[config.mk]
export PLATFORM = sky130hd
export DESIGN_NAME = risc_core
export DESIGN_NICKNAME = d
export VERILOG_FILES = /design/src/rtl/risc_pkg.sv /design/src/rtl/risc_alu.sv /design/src/rtl/risc_core.sv
export SDC_FILE = /design/constraint.sdc
export NUM_CORES = 1
export LEC_CHECK = 0
export BUFFER_PORTS_ARGS = -buffer_cell sky130_fd_sc_hd__buf_4
export CELL_PAD_IN_SITES_DETAIL_PLACEMENT = 1
export CELL_PAD_IN_SITES_GLOBAL_PLACEMENT = 2
export CORE_ASPECT_RATIO = 0.75
export CORE_MARGIN = 3
export CORE_UTILIZATION = 30
export DETAILED_ROUTE_END_ITERATION = 6
export PLACE_DENSITY = 0.91
export SLEW_MARGIN = 0
export SYNTH_ARGS = -nofsm -noshare
export SYNTH_HDL_FRONTEND = slang
export SYNTH_SLANG_ARGS = --single-unit
export TNS_END_PERCENT = 20
[constraint.sdc]
create_clock -name clk -period 2.65 [get_ports clk]
set_input_delay 0.3975 -clock clk [delete_from_list [all_inputs] [get_ports clk]]
set_output_delay 0.3975 -clock clk [all_outputs]
set_load 0.05 [all_outputs]
[src/rtl/risc_pkg.sv]
// Shared types for the VeriRISC accumulator core: opcodes, sequencer states
// and the retirement rule used by the optional instruction counter.
package risc_pkg;

    localparam int unsigned OPCODE_WIDTH = 3;
    localparam int unsigned RETIRE_WIDTH = 32;

    typedef enum logic [OPCODE_WIDTH-1:0] {
        OP_HLT = 3'd0,
        OP_SKZ = 3'd1,
        OP_ADD = 3'd2,
        OP_AND = 3'd3,
        OP_XOR = 3'd4,
        OP_LDA = 3'd5,
        OP_STO = 3'd6,
        OP_JMP = 3'd7
    } opcode_e;

    typedef enum logic [2:0] {
        ST_FETCH   = 3'd0,
        ST_DECODE  = 3'd1,
        ST_OPREAD  = 3'd2,
        ST_OPWRITE = 3'd3,
        ST_HALT    = 3'd4
    } state_e;

    // Opcodes that complete in DECODE without touching the bus.
    function automatic logic retires_in_decode(input opcode_e op);
        return (op == OP_HLT) || (op == OP_SKZ) || (op == OP_JMP);
    endfunction

endpackage

[src/rtl/risc_alu.sv]
// Combinational accumulator ALU: ADD wraps modulo 2^DATA_WIDTH, AND/XOR are
// bitwise, LDA passes the operand through.
module risc_alu
    import risc_pkg::*;
#(
    parameter int unsigned DATA_WIDTH = 8
) (
    input  logic [OPCODE_WIDTH-1:0] op,
    input  logic [DATA_WIDTH-1:0]   acc,
    input  logic [DATA_WIDTH-1:0]   operand,
    output logic [DATA_WIDTH-1:0]   result
);

    always_comb begin
        result = acc;
        case (opcode_e'(op))
            OP_ADD:  result = acc + operand;
            OP_AND:  result = acc & operand;
            OP_XOR:  result = acc ^ operand;
            OP_LDA:  result = operand;
            default: result = acc;
        endcase
    end

endmodule

[src/rtl/risc_core.sv]
// VeriRISC accumulator core with a state-machine sequencer and an external
// ready-handshaked memory bus. Define RISC_RETIRE_CNT_EN to add the retired counter.
module risc_core
    import risc_pkg::*;
#(
    parameter int unsigned DATA_WIDTH = 8,
    parameter int unsigned ADDR_WIDTH = 5,
    parameter int unsigned RESET_PC   = 0
) (
    input  logic                  clk,
    input  logic                  rst,
    input  logic                  resume,
    output logic [ADDR_WIDTH-1:0] mem_addr,
    output logic                  mem_rd,
    output logic                  mem_wr,
    output logic [DATA_WIDTH-1:0] mem_wdata,
    input  logic [DATA_WIDTH-1:0] mem_rdata,
    input  logic                  mem_ready,
    output logic                  halt,
    output logic [DATA_WIDTH-1:0] acc,
    output logic [ADDR_WIDTH-1:0] pc,
    output logic                  zero
`ifdef RISC_RETIRE_CNT_EN
    ,
    output logic [RETIRE_WIDTH-1:0] retired
`endif
);

    localparam int unsigned IR_WIDTH = ADDR_WIDTH + OPCODE_WIDTH;

    if (ADDR_WIDTH + OPCODE_WIDTH > DATA_WIDTH) begin : g_width_check
        $fatal(1, "risc_core: DATA_WIDTH must be at least ADDR_WIDTH+3");
    end

    state_e                state;
    logic [IR_WIDTH-1:0]   ir;
    opcode_e               ir_op;
    logic [ADDR_WIDTH-1:0] ir_addr;
    logic [DATA_WIDTH-1:0] alu_result;

    // Only opcode and operand address are kept; higher instruction bits are ignored.
    assign ir_op   = opcode_e'(ir[IR_WIDTH-1:ADDR_WIDTH]);
    assign ir_addr = ir[ADDR_WIDTH-1:0];

    risc_alu #(
        .DATA_WIDTH(DATA_WIDTH)
    ) u_alu (
        .op      (ir[IR_WIDTH-1:ADDR_WIDTH]),
        .acc     (acc),
        .operand (mem_rdata),
        .result  (alu_result)
    );

    // Sequencer: state, PC, IR and accumulator advance together.
    always_ff @(posedge clk) begin
        if (rst) begin
            state <= ST_FETCH;
            pc    <= ADDR_WIDTH'(RESET_PC);
            acc   <= '0;
            ir    <= '0;
        end else begin
            case (state)
                ST_FETCH: begin
                    if (mem_ready) begin
                        ir    <= mem_rdata[IR_WIDTH-1:0];
                        pc    <= pc + ADDR_WIDTH'(1);
                        state <= ST_DECODE;
                    end
                end
                ST_DECODE: begin
                    case (ir_op)
                        OP_HLT: state <= ST_HALT;
                        OP_SKZ: begin
                            if (acc == '0) begin
                                pc <= pc + ADDR_WIDTH'(1);
                            end
                            state <= ST_FETCH;
                        end
                        OP_JMP: begin
                            pc    <= ir_addr;
                            state <= ST_FETCH;
                        end
                        OP_STO:  state <= ST_OPWRITE;
                        default: state <= ST_OPREAD;
                    endcase
                end
                ST_OPREAD: begin
                    if (mem_ready) begin
                        acc   <= alu_result;
                        state <= ST_FETCH;
                    end
                end
                ST_OPWRITE: begin
                    if (mem_ready) begin
                        state <= ST_FETCH;
                    end
                end
                ST_HALT: begin
                    if (resume) begin
                        state <= ST_FETCH;
                    end
                end
                default: state <= ST_FETCH;
            endcase
        end
    end

    // Bus and halt decode from state; held low while reset is asserted so an
    // in-flight request is abandoned in the reset cycle itself.
    always_comb begin
        mem_rd   = 1'b0;
        mem_wr   = 1'b0;
        halt     = 1'b0;
        mem_addr = pc;
        if (!rst) begin
            case (state)
                ST_FETCH: mem_rd = 1'b1;
                ST_OPREAD: begin
                    mem_rd   = 1'b1;
                    mem_addr = ir_addr;
                end
                ST_OPWRITE: begin
                    mem_wr   = 1'b1;
                    mem_addr = ir_addr;
                end
                ST_HALT:  halt = 1'b1;
                default:  mem_rd = 1'b0;
            endcase
        end
    end

    assign mem_wdata = acc;
    assign zero      = (acc == '0);

`ifdef RISC_RETIRE_CNT_EN
    logic retire_c;

    assign retire_c = ((state == ST_DECODE) && retires_in_decode(ir_op)) ||
                      (((state == ST_OPREAD) || (state == ST_OPWRITE)) && mem_ready);

    always_ff @(posedge clk) begin
        if (rst) begin
            retired <= '0;
        end else if (retire_c) begin
            retired <= retired + RETIRE_WIDTH'(1);
        end
    end
`endif

endmodule

Word level (Yosys, flattened, before mapping)
Index checks and enable logic that the tools add are counted.

word-level totals
  word-level logic and storage cells = 54
  flip-flop bits (word level) = 24
  input port bits = 12

cells by class
  reduce and logical (&&, ||, !) cells = 12
  $add $sub $neg = 2
  mux-type cells = 18
  equality and inequality tests = 16
  bitwise gates (word level) = 2

operator list
  cell                 count
  $pmux 8 s4           1
  $mux 5               4
  $pmux 5 s2           2
  $eq 3x3->1 const B   5
  $eq 3x2->1 const B   4
  $pmux 3 s4           1
  $mux 3               3
  $pmux 3 s3           1
  $add 8x8->8          1
  $and 8x8->8          1
  $logic_not 8->1      1
  $xor 8x8->8          1
  $eq 3x1->1 const B   2
  $logic_not 3->1      2
  $mux 1               6
  $reduce_and 3->1     2
  $reduce_or 2->1      3
  $add 5x1->5 const B  1
  $ne 2x2->1 const B   2
  $reduce_and 4->1     1
  $reduce_bool 4->1    1
  $ne 3x2->1 const B   1
  $ne 3x3->1 const B   1
  $ne 2x1->1 const B   1
  other kinds (2)      2

Longest topological paths before layout
  word-level depth = 4
  mapped depth = 8
  gate-level depth less buffers = 8

By module
A second synthesis with hierarchy kept.

unflattened totals
  cell total of the unflattened synthesis = 262
  area total of the unflattened synthesis = 1,989.4 µm²

by module, submodules not included
  module     area each (µm²)  instances  cells each
  risc_core  1,306.3          1          155
  risc_alu   683.2            1          107

Worst setup path after synthesis
OpenSTA, ideal clock, no wires.

  path kind = reg-to-output
  from = register state[0]
  to = output mem_wr
  cell stages (with the launch flop) = 4
  path slack = 0.058 ns
  data arrival time = 2.194 ns
  data required time = 2.253 ns
  cell sequence = dfxtp_1 > clkbuf_1 > inv_1 > nor4_1

between the ends
  longest elaborated chain between the ends = 3

ends and longest elaborated chain
  element                 RTL line          text
  from (decl)             risc_core.sv:35   state_e state;
  from (signal assigned)  risc_core.sv:57   state <= ST_FETCH;
  from (signal assigned)  risc_core.sv:67   state <= ST_DECODE;
  from (signal assigned)  risc_core.sv:72   OP_HLT: state <= ST_HALT;
  $eq 3x2->1              risc_core.sv:116  case (state)
  $mux 1                  risc_core.sv:116
  $mux 1                  risc_core.sv:115  if (!rst) begin
  to (decl)               risc_core.sv:15   output logic mem_wr,

No other way between the ends.

Final worst setup path
  from = register acc[2]
  to = register pc[0]

between the ends
  longest elaborated chain between the ends = 3

ends and longest elaborated chain
  element                            RTL line         text
  from (decl)                        risc_core.sv:20  output logic [DATA_WIDTH-1:0] acc,
  from (signal assigned)             risc_core.sv:89  acc <= alu_result;
  $logic_not 8->1                    risc_core.sv:74  if (acc == '0) begin
  $ne 3x3->1 (no source line)        --
  $reduce_and 4->1 (no source line)  --
  to (signal assigned)               risc_core.sv:66  pc <= pc + ADDR_WIDTH'(1);
  to (signal assigned)               risc_core.sv:75  pc <= pc + ADDR_WIDTH'(1);
  to (signal assigned)               risc_core.sv:80  pc <= ir_addr;
  to (decl)                          risc_core.sv:21  output logic [ADDR_WIDTH-1:0] pc,

No other way between the ends.
A chain may end at the register's enable or synchronous reset.

==> results.yml <==
min_path:
  hold_class: "input pin to register"
clocking:
  clk_path_buf_depth: 2
  post_cts_buffers: 0
  cts.sinks: 24
  numCtsBuffers: 3
  path_clk_slew_ns: 0.09
  clockRootBuffer: "clkbuf_8"
  clock_latency_ns: 0.28
  hold_buffers: 0
  cts_resized: 0
  h-tree-depth: 1
  cts_tree: "yes"
status:
  outcome: "finished clean"
timing:
  hold_viol: 0
  fmax_mhz: 408.5
  rsz0062_at_grt: "false"
  setup_viol: 0
  finClkSkew_ns: 0.004986
  slew_headroom: 0.6104
  tightest_slew_ns: 0.5822
  timing.final.crit_share: 0.9237
  fin_crit_ns: 2.448
  finalSetupTns_ns: 0
  maxSlewViolCount: 0
synth:
  synth_top_area_cell: "dfxtp_1"
  synth-async-reset-ratio: 0
  synth_warnings: 0
  synth_nets: 248
  syn_inst: 226
  yosysTopAreaCellShare: 0.2725
  synth.avg_cell_area_um2: 7.801
  ys_seq_elements: 24
  synthDistinctLibCells: 49
  synth-edff-count: 0
  syn_area_mm2: 0.001763
  ys_seq_area_frac: 0.2725
  yosys-top-cells-area: "dfxtp_1 27%, ha_1 6.4%, a21oi_1 4.8%, nand2_1 4.7%, mux2i_1 4.5%"
  ys.flop_type: "dfxtp_1"
global_routing:
  antenna_found_initial: 0
  grt_use_total: 0.1737
  grt_pass1_vias: 1752
  grt_max_degree: 29
  grt_pass1_wl_mm: 9.218
  gr-total-overflow: 0
setup_path:
  cp.required_ns: 2.86
  endpoint_kind: "register"
  max_stage_delay_ns: 0.56
  worst_path_max_delay_cell: "or4_4"
  path_delay_family: "simple AND/OR/NAND/NOR gates"
  cp.arrival_ns: 2.66
  crit_path_max_fanout: 5
  critPathKind: "register to register"
  crit_buf_inv: 0
  crit_path_cell_trace: "or4_4 > or4b_4 > a311o_1 > or3_1 > a21oi_1"
  cp-start-kind: "register"
drt:
  final_antenna_net_count: 0
  wl_per_cell_um: 17.27
  wl_mm: 5.735
  first_iter_violations: 113
  drc_errors: 0
  num_vias: 1764
  firstDrtPassIters: 4
  vias_per_cell: 5.313
power_and_ir_drop:
  peakVddDrop_mv: 0.1534
  p_per_area_mw_per_mm2: 445.9
  power_mw: 0.9646
  leakage_nw: 0.8741
floorplanning:
  dieArea_mm2: 0.006842
  fp-row-count: 23
  die_w_um: 94.52
  die_y_um: 72.39
  ios: 42
  core_mm2: 0.005497
  initial_core_util: 0.3207
cells_and_area:
  final_nets: 280
  area_growth_pct: 22.71
  final_area_mm2: 0.002163
  drive_gt1_frac: 0.2412
  layout_commonest_cell: "buf_4"
  n_antenna_cell: 0
  final_cell_mix: "48 x buf_4, 24 x dfxtp_1, 22 x nand2_1"
place:
  dpl-instance-area_mm2: 0.002108
  port_buffers: 41
  dpl.hpwl_mm: 4.413
  place.gp.congestion: 0.7988
job:
  maxCapViolCount: 0
metrics by stage:
step           utilization  cells  hold WS, ns  setup WS, ns
2_1_floorplan            -    226       0.4413       0.05840
5_1_grt             0.3936    332       0.3932        0.1147
4_1_cts             0.3936    332       0.3895        0.1758
3_3_place_gp        0.3836    328       0.4566        0.2699
6_report            0.3936    332       0.3929        0.2021
3_5_place_dp        0.3836    328       0.4709        0.2062
layer usage:
| metal | part of all wire | GRT usage | up-vias |
|---|---|---|---|
| met5 | 0 | 0 | - |
| met4 | 0.0059 | 0.03200 | 0 |
| met3 | 0.058 | 0.03627 | 4 |
| met2 | 0.41 | 0.2492 | 44 |
| met1 | 0.52 | 0.2672 | 840 |
| li1 | - | - | 876 |
worst paths after layout:
path,slack [ns],depth (start not counted),endpoint,start
max reg2reg,0.20,5,pc[0]$_SDFFE_PP0P_,acc[2]$_SDFFE_PP0P_
min,0.39,3,ir[6]$_SDFFE_PP0P_,mem_rdata[6]
min reg2reg,0.48,2,ir[2]$_SDFFE_PP0P_,ir[2]$_SDFFE_PP0P_
max,0.20,5,pc[0]$_SDFFE_PP0P_,acc[2]$_SDFFE_PP0P_
synthesized netlist by cell type (5+ instances only):
cell type and instances:
a21oi_1 17, mux2i_1 8, inv_1 7, nand3_1 7
ha_1 9, o21ai_0 15, clkbuf_1 12, nand2_1 22
nor2_1 18, a211oi_1 6, nor3_1 9, mux2_2 5
dfxtp_1 24, buf_4 8
where the power goes:
group | internal (mW) | switching, mW
clock network | 0.133 | 0.131
logic | 0.110 | 0.178
registers | 0.381 | 0.0310
total | 0.624 | 0.341
cells by family after synthesis:
logic type	Yosys count	share of synthesized area
AND/OR/NAND/NOR	84	0.2448
AO/OA/AOI/OAI	63	0.2335
XOR/XNOR	4	0.01987
multiplexers	13	0.07736
buffers and inverters	28	0.07665
flip-flops	24	0.2725
adder cells (fa/ha/maj)	10	0.07523
registers in the layout, indices dropped and copies added, names as in the netlist:
register  flops
ir            8
acc           8
state         3
pc            5
final cells by class:
class                      instances  area, um^2
inverter                           7       26.28
multi-input combinational        174        1147
clock buffer                       4       55.05
sequential                        24       480.5
fill                             690        3333
timing repair buffer              48       360.3
tap                               75       93.84
tightest hold or removal path, delay by kind of cell:
kind / cells / cell delay [ns]
compound gates: 1 / 0.05
buf+inv: 1 / 0.12
simple gates: 1 / 0.05
No activity file was read; power rests on OpenSTA's default activity.
